<file path="src/rtl/psum_accum_engine_if.sv">
// ---------------------------------------------------------------------------
// psum_accum_engine_if
// Bundles the configuration, partial-sum beat and psum-buffer memory signals
// of psum_accum_engine. The engine connects through the slave modport; the
// environment that configures it, feeds beats and models the memory uses the
// master modport.
//
// Signal summary:
//   cfg_start/cfg_base_addr/cfg_len/cfg_num_pass : job configuration
//   psum_dat/psum_vld                             : partial-sum beats
//   mem_radd/mem_rden/mem_odat/mem_ovld           : buffer read port
//   mem_wadd/mem_wren/mem_idat                    : buffer write port
//   o_busy/o_done/o_pass_cnt                      : status
//   dbg_state                                     : FSM state (debug)
//
// Handshake semantics: psum_vld marks a beat that is consumed in the same
// cycle (no backpressure). mem_rden issues a read whose data arrives with
// mem_ovld exactly MEM_DELAY cycles later. mem_wren commits mem_idat to
// mem_wadd at the end of the cycle. A read and a write to the same address
// in one cycle return the pre-write contents.
// ---------------------------------------------------------------------------
interface psum_accum_engine_if #(
  parameter int NUM_KERNEL = 4,
  parameter int BIT_WIDTH  = 8,
  parameter int ACC_WIDTH  = 16,
  parameter int ADDR_WIDTH = 16
);
  logic                             cfg_start;
  logic [ADDR_WIDTH-1:0]            cfg_base_addr;
  logic [ADDR_WIDTH-1:0]            cfg_len;
  logic [15:0]                      cfg_num_pass;
  logic [NUM_KERNEL*BIT_WIDTH-1:0]  psum_dat;
  logic                             psum_vld;
  logic [ADDR_WIDTH-1:0]            mem_radd;
  logic                             mem_rden;
  logic [NUM_KERNEL*ACC_WIDTH-1:0]  mem_odat;
  logic                             mem_ovld;
  logic [ADDR_WIDTH-1:0]            mem_wadd;
  logic                             mem_wren;
  logic [NUM_KERNEL*ACC_WIDTH-1:0]  mem_idat;
  logic                             o_busy;
  logic                             o_done;
  logic [15:0]                      o_pass_cnt;
  logic [1:0]                       dbg_state;

  modport slave (
    input  cfg_start, cfg_base_addr, cfg_len, cfg_num_pass,
    input  psum_dat, psum_vld, mem_odat, mem_ovld,
    output mem_radd, mem_rden, mem_wadd, mem_wren, mem_idat,
    output o_busy, o_done, o_pass_cnt, dbg_state
  );

  modport master (
    output cfg_start, cfg_base_addr, cfg_len, cfg_num_pass,
    output psum_dat, psum_vld, mem_odat, mem_ovld,
    input  mem_radd, mem_rden, mem_wadd, mem_wren, mem_idat,
    input  o_busy, o_done, o_pass_cnt, dbg_state
  );
endinterface

</file>
<file path="src/rtl/psum_accum_engine.sv">
// ---------------------------------------------------------------------------
// psum_accum_engine
// Partial-sum accumulator for the conv datapath. Each psum_vld beat carries
// NUM_KERNEL signed lanes that are read-modify-written into the psum buffer
// over cfg_num_pass passes of cfg_len beats. Pass 0 overwrites the buffer,
// later passes add onto it. Writes still in flight are forwarded so that
// short passes never accumulate onto stale memory data.
//
// Ports:
//   clk  : clock
//   rst  : asynchronous active-high reset (aborts a job immediately)
//   bus  : psum_accum_engine_if.slave (config, beats, memory, status)
//
// Build option: define PSUM_SAT_EN to saturate each lane add to the signed
// ACC_WIDTH range; otherwise lanes wrap modulo 2^ACC_WIDTH.
//
// Timing: a beat accepted in cycle t is written in cycle t+MEM_DELAY+1.
// ---------------------------------------------------------------------------
module psum_accum_engine #(
  parameter int NUM_KERNEL = 4,
  parameter int BIT_WIDTH  = 8,
  parameter int ACC_WIDTH  = 16,
  parameter int ADDR_WIDTH = 16,
  parameter int MEM_DELAY  = 2
) (
  input  logic                clk,
  input  logic                rst,
  psum_accum_engine_if.slave  bus
);
  localparam int DW   = NUM_KERNEL * BIT_WIDTH;
  localparam int MW   = NUM_KERNEL * ACC_WIDTH;
  localparam int LAST = MEM_DELAY - 1;
  localparam logic [ADDR_WIDTH-1:0] ONE_A = ADDR_WIDTH'(1);

  typedef enum logic [1:0] {IDLE = 2'd0, RUN = 2'd1, DRAIN = 2'd2, DONE = 2'd3} state_t;

  state_t                state;
  logic [ADDR_WIDTH-1:0] base_addr, len, elem_cnt;
  logic [15:0]           num_pass, pass_cnt;
  logic [2:0]            drain_cnt;
  logic                  busy, done;

  // Beat pipeline: lane data and address wait here for the read data.
  logic                  pv    [0:LAST];
  logic                  prd   [0:LAST];
  logic [ADDR_WIDTH-1:0] paddr [0:LAST];
  logic [DW-1:0]         pdat  [0:LAST];

  // Write history, one slot per cycle. Slot 0 is the write issuing this
  // cycle (it drives the memory port); slot j was issued j cycles ago.
  logic                  wv    [0:MEM_DELAY];
  logic [ADDR_WIDTH-1:0] waddr [0:MEM_DELAY];
  logic [MW-1:0]         wdata [0:MEM_DELAY];

  logic                  beat, rden_i;
  logic [ADDR_WIDTH-1:0] beat_addr;
  logic [MW-1:0]         old_dat, sum_dat;
  logic signed [BIT_WIDTH-1:0] lane_in;
  logic signed [ACC_WIDTH-1:0] lane_ext, lane_old, lane_res;
`ifdef PSUM_SAT_EN
  localparam logic signed [ACC_WIDTH-1:0] ACC_MAX = {1'b0, {(ACC_WIDTH-1){1'b1}}};
  localparam logic signed [ACC_WIDTH-1:0] ACC_MIN = {1'b1, {(ACC_WIDTH-1){1'b0}}};
  logic signed [ACC_WIDTH:0] lane_wide;
`endif

  assign beat      = (state == RUN) && bus.psum_vld;
  assign beat_addr = base_addr + elem_cnt;
  assign rden_i    = beat && (pass_cnt != 16'd0);

  assign bus.mem_rden   = rden_i;
  assign bus.mem_radd   = rden_i ? beat_addr : '0;
  assign bus.mem_wren   = wv[0];
  assign bus.mem_wadd   = waddr[0];
  assign bus.mem_idat   = wdata[0];
  assign bus.o_busy     = busy;
  assign bus.o_done     = done;
  assign bus.o_pass_cnt = pass_cnt;
  assign bus.dbg_state  = state;

  // Control FSM with registered status outputs.
  always_ff @(posedge clk or posedge rst) begin
    if (rst) begin
      state     <= IDLE;
      base_addr <= '0;
      len       <= '0;
      num_pass  <= '0;
      elem_cnt  <= '0;
      pass_cnt  <= '0;
      drain_cnt <= '0;
      busy      <= 1'b0;
      done      <= 1'b0;
    end else begin
      done <= 1'b0;
      case (state)
        IDLE: begin
          if (bus.cfg_start) begin
            base_addr <= bus.cfg_base_addr;
            len       <= bus.cfg_len;
            num_pass  <= bus.cfg_num_pass;
            elem_cnt  <= '0;
            pass_cnt  <= '0;
            drain_cnt <= '0;
            if (bus.cfg_len == '0 || bus.cfg_num_pass == 16'd0) begin
              state <= DONE;
              done  <= 1'b1;
              busy  <= 1'b0;
            end else begin
              state <= RUN;
              busy  <= 1'b1;
            end
          end
        end
        RUN: begin
          if (bus.psum_vld) begin
            if (elem_cnt == len - ONE_A) begin
              elem_cnt <= '0;
              pass_cnt <= pass_cnt + 16'd1;
              if (pass_cnt + 16'd1 == num_pass) state <= DRAIN;
            end else begin
              elem_cnt <= elem_cnt + ONE_A;
            end
          end
        end
        DRAIN: begin
          // The last beat's write lands in the final DRAIN cycle.
          if (drain_cnt == 3'(MEM_DELAY)) begin
            state <= DONE;
            done  <= 1'b1;
            busy  <= 1'b0;
          end else begin
            drain_cnt <= drain_cnt + 3'd1;
          end
        end
        DONE:    state <= IDLE;
        default: state <= IDLE;
      endcase
    end
  end

  // Beat pipeline and write history shift every cycle, beat or not, so the
  // history stays aligned to issue cycles across gaps in psum_vld.
  always_ff @(posedge clk or posedge rst) begin
    if (rst) begin
      for (int i = 0; i < MEM_DELAY; i++) begin
        pv[i]    <= 1'b0;
        prd[i]   <= 1'b0;
        paddr[i] <= '0;
        pdat[i]  <= '0;
      end
      for (int j = 0; j <= MEM_DELAY; j++) begin
        wv[j]    <= 1'b0;
        waddr[j] <= '0;
        wdata[j] <= '0;
      end
    end else begin
      pv[0]    <= beat;
      prd[0]   <= rden_i;
      paddr[0] <= beat_addr;
      pdat[0]  <= bus.psum_dat;
      for (int i = 1; i < MEM_DELAY; i++) begin
        pv[i]    <= pv[i-1];
        prd[i]   <= prd[i-1];
        paddr[i] <= paddr[i-1];
        pdat[i]  <= pdat[i-1];
      end
      wv[0]    <= pv[LAST];
      waddr[0] <= paddr[LAST];
      wdata[0] <= sum_dat;
      for (int j = 1; j <= MEM_DELAY; j++) begin
        wv[j]    <= wv[j-1];
        waddr[j] <= waddr[j-1];
        wdata[j] <= wdata[j-1];
      end
    end
  end

  // Old value: zero in pass 0. Otherwise memory data, overridden by the
  // youngest history write to the same address; every history slot was
  // issued at or after the read, so memory could not have returned it.
  always_comb begin
    old_dat  = '0;
    sum_dat  = '0;
    lane_in  = '0;
    lane_ext = '0;
    lane_old = '0;
    lane_res = '0;
`ifdef PSUM_SAT_EN
    lane_wide = '0;
`endif
    if (prd[LAST]) begin
      old_dat = bus.mem_ovld ? bus.mem_odat : '0;
      for (int j = MEM_DELAY; j >= 0; j--) begin
        if (wv[j] && (waddr[j] == paddr[LAST])) old_dat = wdata[j];
      end
    end
    for (int k = 0; k < NUM_KERNEL; k++) begin
      lane_in  = pdat[LAST][k*BIT_WIDTH +: BIT_WIDTH];
      lane_ext = ACC_WIDTH'(lane_in);
      lane_old = old_dat[k*ACC_WIDTH +: ACC_WIDTH];
`ifdef PSUM_SAT_EN
      lane_wide = (ACC_WIDTH+1)'(lane_old) + (ACC_WIDTH+1)'(lane_ext);
      if (lane_wide[ACC_WIDTH] != lane_wide[ACC_WIDTH-1])
        lane_res = lane_wide[ACC_WIDTH] ? ACC_MIN : ACC_MAX;
      else
        lane_res = lane_wide[ACC_WIDTH-1:0];
`else
      lane_res = lane_old + lane_ext;
`endif
      sum_dat[k*ACC_WIDTH +: ACC_WIDTH] = lane_res;
    end
  end
endmodule

</file>
<file path="src/flat_wrapper.sv">
// flat-port wrapper written by rule: the top's interface ports become plain ports
module psum_accum_engine_flat 
#(
  parameter int NUM_KERNEL = 4,
  parameter int BIT_WIDTH  = 8,
  parameter int ACC_WIDTH  = 16,
  parameter int ADDR_WIDTH = 16,
  parameter int MEM_DELAY  = 2
)
  (clk, rst, bus_cfg_start, bus_cfg_base_addr, bus_cfg_len, bus_cfg_num_pass, bus_psum_dat, bus_psum_vld, bus_mem_odat, bus_mem_ovld, bus_mem_radd, bus_mem_rden, bus_mem_wadd, bus_mem_wren, bus_mem_idat, bus_o_busy, bus_o_done, bus_o_pass_cnt, bus_dbg_state);
  psum_accum_engine_if #(.NUM_KERNEL(NUM_KERNEL), .BIT_WIDTH(BIT_WIDTH), .ACC_WIDTH(ACC_WIDTH), .ADDR_WIDTH(ADDR_WIDTH)) bus_i ();
  input  logic clk;
  input  logic rst;
  input wire logic [$bits(bus_i.cfg_start)-1:0] bus_cfg_start;
  input wire logic [$bits(bus_i.cfg_base_addr)-1:0] bus_cfg_base_addr;
  input wire logic [$bits(bus_i.cfg_len)-1:0] bus_cfg_len;
  input wire logic [$bits(bus_i.cfg_num_pass)-1:0] bus_cfg_num_pass;
  input wire logic [$bits(bus_i.psum_dat)-1:0] bus_psum_dat;
  input wire logic [$bits(bus_i.psum_vld)-1:0] bus_psum_vld;
  input wire logic [$bits(bus_i.mem_odat)-1:0] bus_mem_odat;
  input wire logic [$bits(bus_i.mem_ovld)-1:0] bus_mem_ovld;
  output wire logic [$bits(bus_i.mem_radd)-1:0] bus_mem_radd;
  output wire logic [$bits(bus_i.mem_rden)-1:0] bus_mem_rden;
  output wire logic [$bits(bus_i.mem_wadd)-1:0] bus_mem_wadd;
  output wire logic [$bits(bus_i.mem_wren)-1:0] bus_mem_wren;
  output wire logic [$bits(bus_i.mem_idat)-1:0] bus_mem_idat;
  output wire logic [$bits(bus_i.o_busy)-1:0] bus_o_busy;
  output wire logic [$bits(bus_i.o_done)-1:0] bus_o_done;
  output wire logic [$bits(bus_i.o_pass_cnt)-1:0] bus_o_pass_cnt;
  output wire logic [$bits(bus_i.dbg_state)-1:0] bus_dbg_state;
  assign bus_i.cfg_start = bus_cfg_start;
  assign bus_i.cfg_base_addr = bus_cfg_base_addr;
  assign bus_i.cfg_len = bus_cfg_len;
  assign bus_i.cfg_num_pass = bus_cfg_num_pass;
  assign bus_i.psum_dat = bus_psum_dat;
  assign bus_i.psum_vld = bus_psum_vld;
  assign bus_i.mem_odat = bus_mem_odat;
  assign bus_i.mem_ovld = bus_mem_ovld;
  assign bus_mem_radd = bus_i.mem_radd;
  assign bus_mem_rden = bus_i.mem_rden;
  assign bus_mem_wadd = bus_i.mem_wadd;
  assign bus_mem_wren = bus_i.mem_wren;
  assign bus_mem_idat = bus_i.mem_idat;
  assign bus_o_busy = bus_i.o_busy;
  assign bus_o_done = bus_i.o_done;
  assign bus_o_pass_cnt = bus_i.o_pass_cnt;
  assign bus_dbg_state = bus_i.dbg_state;
  psum_accum_engine #(.NUM_KERNEL(NUM_KERNEL), .BIT_WIDTH(BIT_WIDTH), .ACC_WIDTH(ACC_WIDTH), .ADDR_WIDTH(ADDR_WIDTH), .MEM_DELAY(MEM_DELAY)) u_core (.clk(clk), .rst(rst), .bus(bus_i));
endmodule
</file>
<file path="config.mk">
export PLATFORM = sky130hd
export DESIGN_NAME = psum_accum_engine_flat
export DESIGN_NICKNAME = d
export VERILOG_FILES = /design/src/rtl/psum_accum_engine_if.sv /design/src/rtl/psum_accum_engine.sv /design/src/flat_wrapper.sv
export SDC_FILE = /design/constraint.sdc
export NUM_CORES = 1
export LEC_CHECK = 0
export ABC_AREA = 1
export CAP_MARGIN = 10
export CELL_PAD_IN_SITES_DETAIL_PLACEMENT = 1
export CELL_PAD_IN_SITES_GLOBAL_PLACEMENT = 1
export CORE_ASPECT_RATIO = 0.9
export CORE_MARGIN = 10
export CORE_UTILIZATION = 46
export DETAILED_ROUTE_END_ITERATION = 10
export PLACE_DENSITY_LB_ADDON = 0.1
export SYNTH_ARGS = -nofsm -noshare
export SYNTH_HDL_FRONTEND = slang
export SYNTH_SLANG_ARGS = --single-unit
</file>
<file path="constraint.sdc">
create_clock -name clk -period 46.6 [get_ports clk]
set_input_delay 9.32 -clock clk [delete_from_list [all_inputs] [get_ports clk]]
set_output_delay 9.32 -clock clk [all_outputs]
set_load 0.02 [all_outputs]
</file>
==> qor.txt <==
===============================================================================================
Areal power density over the cells                                                 52.69 nW/um2
Arrival @ worst endpoint                                                              11,330 ps
CP Capture Type                                                                      output pin
FF+latch count, synth                                                                       430
Port-buffer cells                                                                           266
Main combinational cell family by area after synthesis                             simple AND/OR/NAND/NOR gates
# Post-CTS Setup Buffers                                                                      0
Number of DRC violations after detailed routing                                               0
Area of the die                                                                      54,840 um2
Worst skew pair latency                                                                  590 ps
Adder and majority cell fraction of the synthesized area                                0.05456
Most instantiated cells after synthesis                                            nand2_1, dfrtp_1, inv_1
Clock input transition at the sequential cells of the worst setup and hold paths          60 ps
Count of nets after finishing                                                             2,750
Launch point of the critical path                                                  bus_psum_vld
Summed instance area of the synthesized netlist                                      21,100 um2
Critical path type                                                                    in -> out
Count of flip-flops with a built-in enable after synthesis                                    0
Category of the worst setup path launch point                                         input pin
Final Hold Viols                                                                              0
Yosys top cell by area                                                                  dfrtp_1
Synthesized area per cell                                                             9.035 um2
Number of setup violations in the final report                                                0
Cell depth of the worst flop-to-flop path                                                    23
DP Wirelength                                                                          45.07 mm
Net count after synthesis                                                                 2,573
Vias per cell                                                                             5.226
Antenna violations before repair                                                              4
Sequential fraction of the synthesis area                                                0.5101
Max FO, Critical Path                                                                        16
Number of levels in the clock H-tree                                                          2
Most frequent cell after synthesis                                                      nand2_1
Ranking of synthesized cells by area                                               dfrtp_1, nand2_1, ha_1
Largest vdd supply drop                                                              0.02859 mV
Count of cells along the worst hold path                                                      0
Root Buffer                                                                           clkbuf_16
DR iter-0 viols                                                                             823
Effective utilization at floorplan                                                       0.4650
Largest stage delay, worst path                                                          630 ps
Synthesized netlist cell count                                                            2,335
Max stage delay cell, worst path                                                   clkdlybuf4s50_1
Total count of max-transition violations in the final report                                  0
Post-route core utilization                                                              0.5585
Number of distinct standard cells referenced by the synthesized netlist                      52
Setup skew after layout                                                                22.13 ps
Die extent in y                                                                        223.2 um
Reg2Reg Launch Point                                                               u_core.paddr[7]$_DFF_PP0_
Req. time, crit path                                                                  37,280 ps
Yosys synthesis warning count                                                                 0
Die boundary width                                                                     245.7 um
Number of global-route vias before repair                                                17,840
Result of the run                                                                  finished, final reports clean
Aggregate global routing overflow                                                             0
Peak Freq                                                                           0.04843 GHz
Count of vias placed by the detailed router                                              16,505
Path category of the worst min-delay check                                           reg -> reg
Lkg Pwr                                                                                12.33 nW
Synth Area in Compound Gates                                                             0.1334
CP Cell Sequence                                                                   clkdlybuf4s50_1 > nand2_1 > inv_1 > and2_1 > inv_1 > nor2_1 > clkdlybuf4s50_1
Async S/R FF share, synth                                                                 1.000
Resized Gates After CTS                                                                       0
Final wirelength                                                                       61.89 mm
Top FF cell, synth                                                                      dfrtp_1
Post-route minimum period                                                             20,650 ps
Fin crit share                                                                           0.4431
Standard-cell rows                                                                           74
Synth Area in XOR/XNOR                                                                  0.04549
CTS Buf Count                                                                                47
Total Neg Setup Slack                                                                      0 ps
Gr usage total                                                                           0.2245
Routability congestion estimate from global placement                                    0.8801
Sinks on Clock Net                                                                          430
CORE AREA                                                                            45,370 um2
Max-cap violation count                                                                       0
Wire length of the first global-routing pass                                           98.69 mm
RSZ-0062 raised after global routing                                                      false
Pin count of the biggest net entering global routing                                        160
Share of synthesized cell area in and, or, nand and nor gates                            0.1725
Multiplexer share of the synthesized area                                                     0
Routed wirelength normalized by instance count                                         19.60 um
Routed Antenna Nets                                                                           0
Count of TritonRoute iterations in the first routing pass                                     5
Number of ports placed on the die boundary                                                  267
Beginning of the worst hold path                                                   u_core.paddr[18]$_DFF_PP0_
Slew at the pin closest to its max-slew limit                                           1015 ps
Share of cells above drive strength 1                                                   0.05495
Relative slew slack                                                                      0.3230
Hold buffer count at CTS                                                                      0
Layout overhead on the synthesized area                                                  20.11%
Area fraction of the dominant cell type after synthesis                                  0.5101
Deepest clock path buffer count                                                               3
CTS tree                                                                                    yes
===============================================================================================
-- report_power, final --
group          switching (mW)  total, mW  internal (mW)
Combinational           0.240      0.388          0.148
Sequential             0.0790      0.550          0.471
Clock                   0.156      0.397          0.242
-- cells in the final DEF, fill, tap and decap left out, types with 12 or more instances in the layout --
master / count
a21oi_1: 127
nor2_1: 156
clkbuf_8: 14
nand4_1: 26
xnor2_1: 39
o211a_1: 56
nor3_1: 17
dfrtp_1: 429
inv_1: 208
nand2_1: 534
o21ai_0: 117
o21ai_1: 124
clkdlybuf4s50_1: 265
ha_1: 84
nand3b_1: 12
clkbuf_16: 47
nand3_1: 76
xor2_1: 68
-- worst max-delay path: cells and delay by family --
family,cells,cell delay [ps]
buffers and inverters,4,1520
and+or+nand+nor,3,470
-- cells by family after synthesis --
logic type / after synthesis
simple gates: 864
fa+ha+maj: 89
flops: 430
compound gates: 477
xor+xnor: 108
buf+inv: 367
-- sequential cells by signal (all words and copies together) (netlist names), 8 cells and up --
name,count
u_core.bus.mem_wadd,16
u_core.num_pass,16
u_core.bus.mem_idat,64
u_core.wdata,128
u_core.len,16
u_core.waddr,32
u_core.paddr,32
u_core.elem_cnt,16
u_core.lane_ext,8
u_core.base_addr,16
u_core.bus.o_pass_cnt,16
u_core.pdat,56
-- final cells by class --
cell class | instances | area, um2
clock buffer | 70 | 1403
tap | 608 | 760.7
clock inverter | 15 | 254.0
sequential | 430 | 10760
fill | 5187 | 20030
inverter | 217 | 823.3
timing repair buffer | 278 | 2760
antenna | 2 | 5.005
multi-input combinational | 1538 | 8571
-- worst paths after layout --
check	endpoint	slack (ps)
max	bus_mem_radd[3]	25950
max reg2reg	u_core.bus.mem_idat[28]$_DFF_PP0_	41100
max in group asynchronous	u_core.wdata[23]$_DFF_PP0_	34180
min reg2reg	u_core.paddr[2]$_DFF_PP0_	340
min in group asynchronous	u_core.wdata[39]$_DFF_PP0_	9270
min	u_core.paddr[2]$_DFF_PP0_	340
-- stage by stage --
stage | cell area [um2] | hold slack, ps | power, mW | instances | setup WS [ps]
final | 25340 | 335.9 | 1.335 | 3158 | 25950
after global routing | 25330 | 348.3 | 1.418 | 3156 | 25830
after CTS | 25330 | 339.6 | 1.348 | 3156 | 25940
after detailed placement | 23680 | 335.6 | 0.9429 | 3071 | 25940
after global placement | 23680 | 331.4 | 0.9226 | 3071 | 26030
after floorplan | 21100 | 331.2 | 0.8044 | 2335 | 25310
-- layer usage --
layer	wire, um	up-vias	GRT usage
met5	27	-	0
met4	1276	4	0.05869
met3	3263	74	0.04778
met2	29220	292	0.3699
met1	28100	8194	0.2948
li1	-	7941	-
(Power assumes the default switching activity.)
